<file path="src/rtl/mem_map_pkg.sv">
// ============================================================================
// Module      : mem_map_pkg
// Description : Shared memory map, state and grant types for mem_access_master.
// Revision    : 1.0 - initial release
// ============================================================================
`default_nettype none

package mem_map_pkg;

    localparam int ADDR_W    = 5;
    localparam int DATA_W    = 8;
    localparam int OFF_W     = 4;
    localparam int INST_BASE = 0;
    localparam int DATA_BASE = 16;

    typedef enum logic [1:0] {
        IDLE   = 2'd0,
        ACCESS = 2'd1,
        RESP   = 2'd2
    } state_t;

    typedef enum logic {
        GNT_FETCH = 1'b0,
        GNT_DATA  = 1'b1
    } grant_t;

    // Zero-extended add; any carry out of ADDR_W is discarded.
    function automatic logic [ADDR_W-1:0] map_addr(input int base, input logic [OFF_W-1:0] off);
        return ADDR_W'(base) + {{(ADDR_W-OFF_W){1'b0}}, off};
    endfunction

endpackage

`default_nettype wire

</file>
<file path="src/rtl/access_timer.sv">
// ============================================================================
// Module      : access_timer
// Description : 4-bit loadable down-counter with zero flag for wait states.
// Revision    : 1.0 - initial release
// ============================================================================
`default_nettype none

module access_timer (
    input  logic       clk,
    input  logic       rst,
    input  logic       i_load,
    input  logic [3:0] i_load_val,
    input  logic       i_dec,
    output logic       o_zero
);

    logic [3:0] r_count;

    always_ff @(posedge clk or posedge rst) begin
        if (rst) begin
            r_count <= 4'd0;
        end else if (i_load) begin
            r_count <= i_load_val;
        end else if (i_dec && (r_count != 4'd0)) begin
            r_count <= r_count - 4'd1;
        end
    end

    assign o_zero = (r_count == 4'd0);

endmodule

`default_nettype wire

</file>
<file path="src/rtl/mem_access_master.sv">
// ============================================================================
// Module      : mem_access_master
// Description : Round-robin fetch/data requester for the shared 32x8 memory.
// Revision    : 1.0 - initial release
// ============================================================================
`default_nettype none

module mem_access_master
    import mem_map_pkg::*;
#(
    parameter int WAIT_CYCLES = 0
) (
    input  logic              clk,
    input  logic              rst,
    input  logic              if_req,
    input  logic [OFF_W-1:0]  if_addr,
    output logic              if_ack,
    output logic [DATA_W-1:0] if_instr,
    input  logic              d_req,
    input  logic              d_we,
    input  logic [OFF_W-1:0]  d_addr,
    input  logic [DATA_W-1:0] d_wdata,
    output logic              d_ack,
    output logic [DATA_W-1:0] d_rdata,
    output logic              mem_w_en,
    output logic [ADDR_W-1:0] mem_addr,
    output logic [DATA_W-1:0] mem_wdata,
    input  logic [DATA_W-1:0] mem_rdata,
    output logic              busy
);

    state_t              r_state;
    state_t              w_next_state;
    grant_t              r_grant;
    grant_t              r_last_grant;
    grant_t              w_grant;
    logic                w_grant_any;
    logic                w_load;
    logic                w_dec;
    logic                w_zero;
    logic [ADDR_W-1:0]   r_addr;
    logic                r_we;
    logic [DATA_W-1:0]   r_wdata;
    logic [DATA_W-1:0]   r_if_instr;
    logic [DATA_W-1:0]   r_d_rdata;

    access_timer u_timer (
        .clk        (clk),
        .rst        (rst),
        .i_load     (w_load),
        .i_load_val (4'(WAIT_CYCLES)),
        .i_dec      (w_dec),
        .o_zero     (w_zero)
    );

    always_ff @(posedge clk or posedge rst) begin
        if (rst) begin
            r_state <= IDLE;
        end else begin
            r_state <= w_next_state;
        end
    end

    always_comb begin
        w_next_state = r_state;
        w_grant_any  = 1'b0;
        w_grant      = GNT_FETCH;
        w_load       = 1'b0;
        w_dec        = 1'b0;
        case (r_state)
            IDLE: begin
                if (if_req || d_req) begin
                    w_grant_any  = 1'b1;
                    // On a tie, the port that did not win last time goes first.
                    w_grant      = (if_req && (!d_req || (r_last_grant == GNT_DATA))) ? GNT_FETCH : GNT_DATA;
                    w_load       = 1'b1;
                    w_next_state = ACCESS;
                end
            end
            ACCESS: begin
                if (!w_zero) begin
                    w_dec = 1'b1;
                end else begin
                    w_next_state = RESP;
                end
            end
            RESP:    w_next_state = IDLE;
            default: w_next_state = IDLE;
        endcase
    end

    always_ff @(posedge clk or posedge rst) begin
        if (rst) begin
            r_grant      <= GNT_FETCH;
            r_last_grant <= GNT_DATA;
            r_addr       <= '0;
            r_we         <= 1'b0;
            r_wdata      <= '0;
            r_if_instr   <= '0;
            r_d_rdata    <= '0;
        end else begin
            if (w_grant_any) begin
                r_grant      <= w_grant;
                r_last_grant <= w_grant;
                r_addr       <= (w_grant == GNT_FETCH) ? map_addr(INST_BASE, if_addr)
                                                       : map_addr(DATA_BASE, d_addr);
                r_we         <= (w_grant == GNT_DATA) && d_we;
                r_wdata      <= d_wdata;
            end
            if ((r_state == ACCESS) && w_zero && !r_we) begin
                if (r_grant == GNT_FETCH) begin
                    r_if_instr <= mem_rdata;
                end else begin
                    r_d_rdata  <= mem_rdata;
                end
            end
        end
    end

    // Memory-side outputs decode from state so reset silences them at once.
    assign mem_addr  = (r_state == ACCESS) ? r_addr : '0;
    assign mem_wdata = ((r_state == ACCESS) && r_we) ? r_wdata : '0;
    assign mem_w_en  = (r_state == ACCESS) && r_we && w_zero;
    assign if_ack    = (r_state == RESP) && (r_grant == GNT_FETCH);
    assign d_ack     = (r_state == RESP) && (r_grant == GNT_DATA);
    assign busy      = (r_state != IDLE);
    assign if_instr  = r_if_instr;
    assign d_rdata   = r_d_rdata;

endmodule

`default_nettype wire

</file>
<file path="config.mk">
export PLATFORM = sky130hd
export DESIGN_NAME = mem_access_master
export DESIGN_NICKNAME = d
export VERILOG_FILES = /design/src/rtl/mem_map_pkg.sv /design/src/rtl/access_timer.sv /design/src/rtl/mem_access_master.sv
export SDC_FILE = /design/constraint.sdc
export NUM_CORES = 1
export LEC_CHECK = 0
export CORE_MARGIN = 8
export CORE_UTILIZATION = 40
export CTS_CLUSTER_SIZE = 10
export DETAILED_ROUTE_END_ITERATION = 16
export GPL_TIMING_DRIVEN = 0
export HOLD_SLACK_MARGIN = 0.06
export PLACE_DENSITY = 0.75
export SYNTH_ARGS = -nofsm -noshare
export SYNTH_HDL_FRONTEND = slang
export SYNTH_HIERARCHICAL = 1
export SYNTH_SLANG_ARGS = --single-unit
</file>
<file path="constraint.sdc">
create_clock -name clk -period 2.05 [get_ports clk]
set_input_delay 0.205 -clock clk [delete_from_list [all_inputs] [get_ports clk]]
set_output_delay 0.205 -clock clk [all_outputs]
set_load 0.05 [all_outputs]
</file>
**Word-level counts from Yosys, hierarchy flattened**

Index checks and enable logic that the tools add are counted.

- Bitwise operators: 1
- Add/sub/neg operators: 2
- Reduce and logical (&&, ||, !) cells: 21
- Mux-type cells: 15
- Equal/unequal tests: 4

Operators with widths:

| kind | count |
|---|---|
| $mux 5 | 2 |
| $logic_and 1x1->1 | 9 |
| $mux 4 | 2 |
| $mux 8 | 1 |
| $mux 1 | 7 |
| $reduce_and 2->1 | 3 |
| $add 5x4->5 const A | 1 |
| $logic_not 4->1 | 1 |
| $mux 2 | 2 |
| $ne 2x2->1 const B | 2 |
| $pmux 2 s2 | 1 |
| $reduce_bool 2->1 | 2 |
| $reduce_bool 4->1 | 1 |
| $sub 4x1->4 const B | 1 |
| $eq 2x1->1 const B | 1 |
| $eq 2x2->1 const B | 1 |
| $logic_not 1->1 | 2 |
| $logic_not 2->1 | 1 |
| $logic_or 1x1->1 | 2 |
| $not 1->1 | 1 |

- Input port bits: 29
- Word-level logic and storage cells: 52
- Register bits after elaboration: 38
- Output and inout port bits: 33

**Logic depth before layout (Yosys ltp)**

Gate-level depths: netlist of run 1.

- Depth after elaboration: 7
- Mapped depth: 8
- Gate-level depth less buffers: 8

**By module**

Netlist of run 1, hierarchy kept.

Modules (own cells, without submodules):

| module | times used | area an instance (um^2) | cells each | sequential area each (um^2) |
|---|---|---|---|---|
| mem_access_master | 1 | 1498.9 | 113 | 827.0 |
| access_timer | 1 | 261.5 | 28 | 100.1 |

**Worst setup path after synthesis of run 1**

No wires, ideal clock.

- Path kind: register to register
- Start point: register u_timer.r_count[0]
- End point: register u_timer.r_count[3]
- Path slack: 79 ps
- Path buffers: 0
- Clock period less this slack: 1971 ps
- Arrival: 1845 ps
- Cell stages (with the launch flop): 9
- Data required time: 1924 ps
- Setup time: 126 ps
- Cells stage by stage: dfrtp_1 -> inv_1 -> ha_1 -> or3b_4 -> inv_1 -> nor2b_1 -> nor4b_2 -> nor3b_1 -> a221o_1

- Word-level cells in the longest chain between the ends: 5
- Elaborated cells between the ends (all ways): 9
- Those cells by class: add/sub (1); mux (4); reduce/logical (4)

RTL lines:

| element | RTL line | RTL |
|---|---|---|
| start: declaration | access_timer.sv:17 | `logic [3:0] r_count;` |
| start signal: assignment | access_timer.sv:23 | `r_count <= i_load_val;` |
| start signal: assignment | access_timer.sv:25 | `r_count <= r_count - 4'd1;` |
| $logic_not 4->1 | access_timer.sv:29 | `assign o_zero = (r_count == 4'd0);` |
| via w_zero | mem_access_master.sv:40 | `logic w_zero;` |
| $mux 1 | mem_access_master.sv:81 | `if (!w_zero) begin` |
| $mux 1 | mem_access_master.sv:70 | `case (r_state)` |
| via w_dec | mem_access_master.sv:39 | `logic w_dec;` |
| $logic_and 1x1->1 | access_timer.sv:24 | `end else if (i_dec && (r_count != 4'd0)) begin` |
| $reduce_bool 2->1 (no line) | n/a |  |

The timed path passes the listed nets, and every way through them passes these cells. The select of a mux whose other input is x is not followed.
A chain may end at the register's enable or synchronous reset.

**Worst setup path after layout of run 1**

- Start point: register u_timer.r_count[0]
- End point: output mem_w_en

- Word-level cells in the longest chain between the ends: 2

RTL lines:

| element | RTL line | RTL |
|---|---|---|
| $logic_not 4->1 | access_timer.sv:29 |  |
| via w_zero | mem_access_master.sv:40 |  |
| $logic_and 1x1->1 | mem_access_master.sv:123 | `assign mem_w_en = (r_state == ACCESS) && r_we && w_zero;` |
| end: declaration | mem_access_master.sv:25 | `output logic mem_w_en,` |

The timed path passes the listed nets, and every way through them passes these cells.

==> impl_metrics.ini, run 1 <==
[place]
port_buffers = 60
place_inst = 256
place_congestion = 0.773
place_hpwl_um = 3170

[power_and_ir_drop]
swShare_pct = 45.5
pwr-share-comb_pct = 60.6
p_switching_uw = 2170
ir_drop_uv = 686
leakagePower_uw = 0.00123
p_total_uw = 4770
power_density_nw_per_um2 = 1810
cell_internal_pwr_uw = 2600
clkPwrFrac_pct = 11.6
p_seq_share_pct = 27.8

[cts]
cts_buffers = 5
clk_latency_ps = 290
cts_tree = yes
clock-root-buffer = clkbuf_8
h-tree-depth = 2
clock_path_buffers = 2
cts_sinks = 37
clk_pin_slew_ps = 70

[final_layout]
antenna_cells = 0
utilization_pct = 61.5
drive_above_1_share_pct = 32.3
area_growth_syn_to_layout_pct = 49.9
fillerInstances = 358
final-instance-count-excl-fill = 269
final_nets = 246

[timing]
finalHoldViolations = 0
period_share_pct = 97.5
finalCriticalPeriod_ps = 2000
tightest_slew_ps = 561
clock_skew_ps = 3.04
slew_viol_final = 0
setup_viol = 0
maxSlewHeadroom_pct = 62.4
fmax_mhz = 500

[routing]
totalWireLength_um = 4300
routed_via_density = 4.99
drtIter0Drc = 27
wl_per_cell_um = 16.0
dr_total_vias = 1343
first_pass_iters = 4
drcViolationCount = 0
antenna_left = 0

[grt]
track_usage_pct = 13.8
antenna_found_initial = 0
grt_overflow_total = 0
grt_pass1_wl_um = 7120
grt_pass1_vias = 1475
grt_max_degree = 34

[synth]
async_reset_ff_share_pct = 100
synthTopCellsByArea = dfrtp_1 51%, mux2_2 10%, mux2_4 6.8%
synth_warnings = 6
syn_avg_cell_area_sq_um = 12.5
synth.most_common_cell = dfrtp_1
synthesis.area_sq_um = 1760
synth_top_area_cell = dfrtp_1
synth-seq-cells = 37
synth_top_area_share_pct = 51.2
dominantRegCellSynth = dfrtp_1
netlist_top_cells_count = 36 x dfrtp_1, 16 x mux2_2, 10 x inv_1
synth_edf_count = 0
synthCells = 141
netlist-cell-type-count = 40
ys_seq_area_share_pct = 52.7

[status]
outcome = completed

[floorplanning]
rows = 24
io_pins = 62
die_w_um = 82.3
die_y_um = 82.3
dieArea_sq_um = 6780
core_sq_um = 4290
initial_utilization_pct = 41.0

[critical_path]
path_class = flop to output pin
worstPathRequired_ps = 1850
start_kind = flop
crit_path_end_kind = output pin
path_max_fanout = 5
arrival_ps = 1790

[flow_run]
drv_cap = 0

[worst_hold_path]
hp-class = primary input to async pin
-- metrics by stage --
stage / hold WS [ps] / setup TNS, ps / cell area (sq um) / setup slack (ps)
after floorplan: -28.9 / 0 / 1770 / 78.6
after global placement: 434 / -2080 / 2440 / -419
after detailed placement: 436 / -2720 / 2440 / -432
after CTS: 124 / 0 / 2590 / 10.8
after global routing: 144 / -18.6 / 2640 / -11.1
final: 132 / 0 / 2640 / 50.6
-- sequential cells by signal, summed over array words and instances, names as in the netlist --
signal and count:
d_rdata 8, if_instr 8, r_wdata 8, r_addr 4, u_timer/r_count 4, r_state 2
r_grant 1, r_last_grant 1, r_we 1
-- cell type report --
class                   instances  area [sq um]  area share [%]
clock inverters                 1          5.00           0.190
repair buffers                 66           667            25.3
clock buffers                   7          96.3            3.65
multi-input cells              89           788            29.9
inverters                      11          48.8            1.85
well taps                      52          65.1            2.47
flip-flops and latches         37           927            35.1
plain buffers                   6          41.3            1.56
-- routing by layer --
layer,GRT usage (%),share of wire (%),up-vias
li1,-,-,645
met1,15.4,41,652
met2,24.1,51,41
met3,4.87,7.9,5
met4,3.68,0.86,0
met5,0,0,-
-- power by group through the flow --
stage | sequential (uW) | clock (uW) | combinational [uW]
floorplan | 1840 | 0 | 1410
global placement | 1310 | 0 | 2750
detailed placement | 1320 | 0 | 2790
CTS | 1330 | 570 | 2860
global route | 1390 | 609 | 3070
finish | 1330 | 552 | 2890
-- worst max-delay path, stage by stage (launching register included) --
cell	delay [ps]
dfrtp_1	410
inv_2	100
ha_4	150
or3b_4	410
inv_6	100
and3_1	170
buf_6	160
-- cell families (layout without fill, tap and decap cells) --
group / count (synthesis) / after routing / share of synthesized area [%]
adders and majority gates: 1 / 1 / 0.711
buffers and inverters: 18 / 91 / 4.97
muxes: 24 / 24 / 17.1
AOI/OAI and AO/OA: 20 / 20 / 7.96
other: 1 / 4 / 0.213
DFF: 37 / 37 / 52.7
and+or+nand+nor: 40 / 40 / 16.4
-- cells in the final DEF (no fill, tap or decap), types with 2 or more instances in the layout --
master,instances
a21o_1,2
a21oi_1,3
and2_1,6
and3_1,8
and3_2,2
buf_2,2
buf_4,5
buf_6,3
clkbuf_2,2
clkbuf_8,7
clkdlybuf4s15_2,7
clkdlybuf4s50_1,43
conb_1,4
dfrtp_1,36
dlygate4sd2_1,5
inv_1,6
inv_2,2
mux2_2,16
mux2_4,8
nand2_1,4
nand4_1,4
nor3b_1,2
o21ai_0,4
o21ai_1,2
o311ai_1,4
-- final timing paths --
path,from,endpoint,slack (ps),depth (start not counted)
setup reg to reg,u_timer/r_count[0]$_DFFE_PP0P_,if_instr[4]$_DFFE_PP0P_,70,7
max in group asynchronous,rst,r_last_grant$_DFFE_PP1P_,1300,3
hold / removal,rst,u_timer/r_count[1]$_DFFE_PP0P_,130,2
hold reg to reg,r_wdata[7]$_DFFE_PP0P_,r_wdata[7]$_DFFE_PP0P_,500,1
min in group clk,d_req,r_addr[3]$_DFFE_PP0P_,280,3
setup / recovery,u_timer/r_count[0]$_DFFE_PP0P_,mem_w_en,50,6
-- timing repair --
| item | in CTS | in global routing |
|---|---|---|
| gates resized for setup | 50 | 7 |
| hold buffers | 0 | 0 |
| endpoints found under the setup margin | 25 | 14 |
| buffers inserted | 2 | 3 |
Note: power is estimated with default switching activity, not from simulation.
==> run 2, diff against run 1 <==
--- a/config.mk
+++ b/config.mk
@@ -5,13 +5,14 @@
 export SDC_FILE = /design/constraint.sdc
 export NUM_CORES = 1
 export LEC_CHECK = 0
+export ABC_AREA = 1
 export CORE_MARGIN = 8
-export CORE_UTILIZATION = 40
+export CORE_UTILIZATION = 41
 export CTS_CLUSTER_SIZE = 10
 export DETAILED_ROUTE_END_ITERATION = 16
 export GPL_TIMING_DRIVEN = 0
 export HOLD_SLACK_MARGIN = 0.06
-export PLACE_DENSITY = 0.75
+export PLACE_DENSITY = 0.76
 export SYNTH_ARGS = -nofsm -noshare
 export SYNTH_HDL_FRONTEND = slang
 export SYNTH_HIERARCHICAL = 1
==> run 2 against run 1 <==
Net effect:
- clock skew is 1.9 ps higher
- wire length grew 4.8%
- final cell count up 33%
- utilization down 1.0 points
- die area increased by 0.77%
- clock-buffer cell count down 2
- maximum frequency is 3.5% higher
==> impl_metrics.ini, run 2 <==
[status]
outcome = completed

[critical_path]
worstPathRequired_ps = 1850
crit_path_end_kind = output pin
start_kind = flop
r2r_start = u_timer/r_count[0]$_DFFE_PP0P_
reg2reg_slack_ps = 350
arrival_ps = 1730
r2r-end = if_instr[2]$_DFFE_PP0P_
r2r_cells = 9
path_max_fanout = 6
path_class = flop to output pin
crit_end = busy
cp-startpoint = r_state[0]$_DFFE_PP0P_

[grt]
grt_max_degree = 34
grt_pass1_vias = 1679
grt_overflow_total = 0
grt_pass1_wl_um = 7410
track_usage_pct = 14.2
antenna_found_initial = 0

[routing]
first_pass_iters = 4
drtIter0Drc = 72
drcViolationCount = 0
wl_per_cell_um = 12.6
antenna_left = 0
totalWireLength_um = 4500
routed_via_density = 4.68
dr_total_vias = 1676

[final_layout]
final_common_cell = nand2_1
drive_above_1_share_pct = 12.7
final_cell_mix = 76 x nand2_1, 45 x clkdlybuf4s50_1, 36 x dfrtp_1
stdcell_area_sq_um = 2610
final-instance-count-excl-fill = 358
antenna_cells = 0
utilization_pct = 60.4
final_nets = 335
area_growth_syn_to_layout_pct = 43.4

[floorplanning]
core_sq_um = 4320
io_pins = 62
die_w_um = 82.7
die_y_um = 82.7
initial_utilization_pct = 42.1
rows = 24
dieArea_sq_um = 6830

[synth]
synth_edf_count = 0
syn_avg_cell_area_sq_um = 7.82
synth_top_area_cell = dfrtp_1
synth_top_area_share_pct = 49.5
synth.most_common_cell = nand2_1
synthesis.area_sq_um = 1820
synth_warnings = 6
ys_seq_area_share_pct = 50.9
async_reset_ff_share_pct = 100
netlist-cell-type-count = 25
netlist_top_cells_count = 76 x nand2_1, 36 x dfrtp_1, 33 x inv_1
dominantRegCellSynth = dfrtp_1
synthCells = 233
synth-seq-cells = 37
synthTopCellsByArea = dfrtp_1 49%, nand2_1 16%, nand3_1 6.9%

[timing]
period_share_pct = 94.2
rsz0062_at_grt = no
finalCriticalPeriod_ps = 1930
maxSlewHeadroom_pct = 66.1
setup_viol = 0
clock_skew_ps = 4.96
slew_viol_final = 0
tightest_slew_ps = 507
fmax_mhz = 518
finalHoldViolations = 0

[worst_hold_path]
hp-class = primary input to async pin

[place]
place_hpwl_um = 3430
port_buffers = 61
place_congestion = 0.822
placed_cell_area_sq_um = 2510
place_inst = 349

[cts]
h-tree-depth = 2
hold_buffers = 0
clock_path_buffers = 2
clk_pin_slew_ps = 70
cts_buffers = 5
cts_tree = yes
cts_setup_buffers = 0
clk_latency_ps = 290
cts_sinks = 37
clock-root-buffer = clkbuf_8

[power_and_ir_drop]
power_density_nw_per_um2 = 1870
ir_drop_uv = 812
leakagePower_uw = 0.00137

[flow_run]
drv_cap = 0
-- run 2: cell types whose count changed after synthesis, moves of 4 or more --
cell | before | now
and2_1 | 6 | 0
and3_1 | 8 | 0
inv_1 | 10 | 33
mux2_2 | 16 | 0
mux2_4 | 8 | 0
nand2_1 | 4 | 76
nand3_1 | 0 | 25
nor2_1 | 2 | 18
o21ai_0 | 4 | 9
o311ai_1 | 4 | 0
-- run 2: cell type report --
| class | instances | area, sq um |
|---|---|---|
| Buffer | 6 | 41.3 |
| Clock buffer | 5 | 68.8 |
| Clock inverter | 3 | 65.1 |
| Fill cell | 419 | 1710 |
| Inverter | 36 | 135 |
| Multi-Input combinational cell | 157 | 729 |
| Sequential cell | 37 | 927 |
| Tap cell | 52 | 65.1 |
| Timing Repair Buffer | 62 | 581 |
-- run 2: worst min-delay path by stage --
stage / to / startpoint / slack, ps
2_1_floorplan: u_timer/r_count[0]$_DFFE_PP0P_ / rst / -30
3_3_place_gp: u_timer/r_count[2]$_DFFE_PP0P_ / rst / 440
3_5_place_dp: u_timer/r_count[2]$_DFFE_PP0P_ / rst / 440
4_1_cts: u_timer/r_count[0]$_DFFE_PP0P_ / rst / 120
5_1_grt: u_timer/r_count[0]$_DFFE_PP0P_ / rst / 150
6_report: u_timer/r_count[0]$_DFFE_PP0P_ / rst / 130
-- run 2: layer usage --
| metal | share of wire [%] | vias to the layer above | global-route usage (%) |
|---|---|---|---|
| li1 | - | 855 | - |
| met5 | 0 | - | 0 |
| met4 | 1.3 | 0 | 5.34 |
| met3 | 8.0 | 6 | 4.87 |
| met2 | 48 | 57 | 23.8 |
| met1 | 43 | 758 | 16.4 |
-- run 2: what timing repair did --
item                       in CTS  in global routing
pin swaps                       0                  0
resized for setup              17                 19
setup endpoints to repair      15                 10
-- run 2: logic make-up after synthesis --
group / synth area share (%)
AOI/OAI and AO/OA: 3.64
adders and majority gates: 0.687
buffers and inverters: 9.68
DFF: 50.9
other: 0.206
and+or+nand+nor: 34.9
-- run 2: per-stage QoR --
stage / hold slack, ps / power (uW) / setup TNS (ps) / setup slack, ps
4_1_cts: 122 / 4940 / 0 / 3.73
3_5_place_dp: 441 / 4230 / -72.7 / -72.7
3_3_place_gp: 441 / 4190 / -52.9 / -52.9
5_1_grt: 153 / 5250 / 0 / 36.4
6_report: 135 / 4880 / 0 / 119
2_1_floorplan: -28.9 / 3360 / 0 / 220
-- run 2: report_power, final --
group	leakage, uW	internal (uW)	total [uW]	switching (uW)
clock	0.0000681	483	742	259
combinational	0.000854	876	2850	1970
sequential	0.000448	1110	1290	186
total	0.00137	2470	4880	2420
-- run 2: critical path, stage by stage, from the launching register on --
cell	delay, ps
dfrtp_1	330
buf_4	140
inv_1	50
nand2_2	100
clkdlybuf4s50_1	810
==> run 3, diff against run 2 <==
--- a/config.mk
+++ b/config.mk
@@ -7,13 +7,13 @@
 export LEC_CHECK = 0
 export ABC_AREA = 1
 export CORE_MARGIN = 8
-export CORE_UTILIZATION = 41
+export CORE_UTILIZATION = 55
 export CTS_CLUSTER_SIZE = 10
 export DETAILED_ROUTE_END_ITERATION = 16
+export DONT_BUFFER_PORTS = 1
 export GPL_TIMING_DRIVEN = 0
 export HOLD_SLACK_MARGIN = 0.06
-export PLACE_DENSITY = 0.76
+export PLACE_DENSITY = 0.73
 export SYNTH_ARGS = -nofsm -noshare
 export SYNTH_HDL_FRONTEND = slang
-export SYNTH_HIERARCHICAL = 1
 export SYNTH_SLANG_ARGS = --single-unit
==> run 3 against run 2 <==
Net effect:
- final cell count decreased by 22%
- critical endpoint is now r_addr[1]$_DFFE_PP0P_
- maximum frequency decreased by 2.1%
- critical path depth increased by 3
- critical path type is now flop to flop
- non-clock buffer count decreased by 39
- flip-flop and latch count unchanged
- register-to-register slack got worse by 270 ps
- synthesized cell count decreased by 12%
- synthesized area decreased by 4.1%
- combinational power decreased by 50%
- clock power decreased by 50%
==> impl_metrics.ini, run 3 <==
[cts]
cts_tree = yes
cts_buffers = 5
cts_setup_buffers = 0
h-tree-depth = 2
cts_sinks = 37
clock-root-buffer = clkbuf_4
clock_path_buffers = 2
clk_latency_ps = 340
clk_pin_slew_ps = 110

[critical_path]
path_class = flop to flop
start_kind = flop
crit_path_end_kind = flop
arrival_ps = 2260
path_max_fanout = 10
worstPathRequired_ps = 2340
reg2reg_slack_ps = 80

[power_and_ir_drop]
clkPwrFrac_pct = 10.4
cell_internal_pwr_uw = 1560
power_density_nw_per_um2 = 1650
p_seq_share_pct = 49.7
p_switching_uw = 2020
leakagePower_uw = 0.00106
ir_drop_uv = 867
pwr-share-comb_pct = 39.8
swShare_pct = 56.3
p_total_uw = 3580

[timing]
period_share_pct = 96.2
slew_viol_final = 0
rsz0062_at_grt = no
fmax_mhz = 507
tightest_slew_ps = 896
whs_ps = 103
tns_ps = 0
finalHoldViolations = 0
maxSlewHeadroom_pct = 40.1
setup_viol = 0
clock_skew_ps = 9.01
finalCriticalPeriod_ps = 1970

[final_layout]
fillerInstances = 231
drive_above_1_share_pct = 17.9
final-instance-count-excl-fill = 279
final_cell_mix = 58 x nand2_1, 36 x dfrtp_1, 23 x dlygate4sd3_1
area_growth_syn_to_layout_pct = 24.4
final_nets = 265
final_common_cell = nand2_1
antenna_cells = 0

[synth]
ys_seq_area_share_pct = 53.1
netlist-cell-type-count = 25
synth.most_common_cell = nand2_1
synth_top_area_share_pct = 51.6
netlist_top_cells_count = 59 x nand2_1, 36 x dfrtp_1, 22 x nor2_1
syn_nets = 235
synthesis.area_sq_um = 1750
async_reset_ff_share_pct = 100
synth_edf_count = 0
synth_warnings = 0
synthCells = 204
synthTopCellsByArea = dfrtp_1 52%, nand2_1 13%, nand4_1 6.1%
dominantRegCellSynth = dfrtp_1
synth_top_area_cell = dfrtp_1
syn_avg_cell_area_sq_um = 8.56
synth-seq-cells = 37

[floorplanning]
die_w_um = 72.4
die_y_um = 72.4
core_sq_um = 3030
initial_utilization_pct = 57.7
rows = 20
io_pins = 62
dieArea_sq_um = 5240

[status]
outcome = completed

[grt]
antenna_found_initial = 0
grt_overflow_total = 0
grt_pass1_vias = 1491
grt_max_degree = 38
grt_pass1_wl_um = 6970
track_usage_pct = 17.2

[place]
place_inst = 248
place_hpwl_um = 3040
port_buffers = 0
place_congestion = 0.759

[flow_run]
drv_cap = 0

[routing]
totalWireLength_um = 4370
drcViolationCount = 0
first_pass_iters = 4
wl_per_cell_um = 15.7
dr_total_vias = 1493
drtIter0Drc = 108
antenna_left = 0
routed_via_density = 5.35

[worst_hold_path]
hp-class = primary input to flop
run 3: per-layer routing:
metal  GRT usage (%)  share of wire [%]  vias up
li1                -                  -      715
met1            19.1                 39      723
met2            28.7                 52       42
met3            5.92                6.4       13
met4            8.16                2.5        0
met5               0                  0        -
run 3: metrics by stage:
step | util, % | worst slack [ps] | instance area [sq um]
floorplan | - | 221 | 1750
global placement | 59.5 | 101 | 1800
detailed placement | 59.8 | 119 | 1810
CTS | 71.2 | 26.2 | 2160
global route | 71.7 | 14.0 | 2170
finish | 71.7 | 77.6 | 2170
run 3: area by class of cell:
cell class	instances	area [sq um]	share of cell area (%)
buffer	6	48.8	2.25
clock buffer	5	37.5	1.73
clock inverter	3	17.5	0.806
inverter	23	87.6	4.03
multi-input combinational	138	768	35.4
sequential	37	927	42.7
tap	44	55.1	2.53
timing repair buffer	23	230	10.6
run 3: power groups by stage:
| stage | clock network (uW) | registers (uW) | logic [uW] |
|---|---|---|---|
| floorplan | 0 | 1730 | 1080 |
| global placement | 0 | 1780 | 1220 |
| detailed placement | 0 | 1800 | 1280 |
| CTS | 384 | 1780 | 1410 |
| global route | 403 | 1820 | 1590 |
| finish | 374 | 1780 | 1430 |
run 3: path summary, 6_finish.rpt:
| kind | from | endpoint | depth (start not counted) |
|---|---|---|---|
| min reg2reg | r_last_grant$_DFFE_PP1P_ | r_last_grant$_DFFE_PP1P_ | 2 |
| max | r_state[0]$_DFFE_PP0P_ | r_addr[1]$_DFFE_PP0P_ | 7 |
| min | d_addr[0] | r_addr[0]$_DFFE_PP0P_ | 2 |
| min in group asynchronous | rst | r_wdata[6]$_DFFE_PP0P_ | 2 |
| max in group asynchronous | rst | if_instr[7]$_DFFE_PP0P_ | 2 |
| max reg2reg | r_state[0]$_DFFE_PP0P_ | r_addr[1]$_DFFE_PP0P_ | 7 |
run 3: logic make-up after synthesis:
kind of cell               count (synthesis)  share of synthesized area [%]
xor gates and xnor gates                   1                          0.502
buffers and inverters                     29                           7.81
and+or+nand+nor                          113                           30.7
DFF                                       37                           53.1
adders and majority gates                  2                           1.43
AOI/OAI and AO/OA                         22                           6.52
run 3: repair_timing:
item / CTS / global route
pin swaps: 1 / 2
hold endpoints to repair: 29 / 36
resized for setup: 19 / 1
hold buffers: 22 / 1
setup endpoints to repair: 9 / 9
run 3: critical path, stage by stage (launching register included):
cell	delay, ps
dfrtp_1	480
inv_1	100
nand2_2	220
nor2_4	220
buf_6	160
o21ai_1	70
o21ai_1	130
dlygate4sd3_1	550
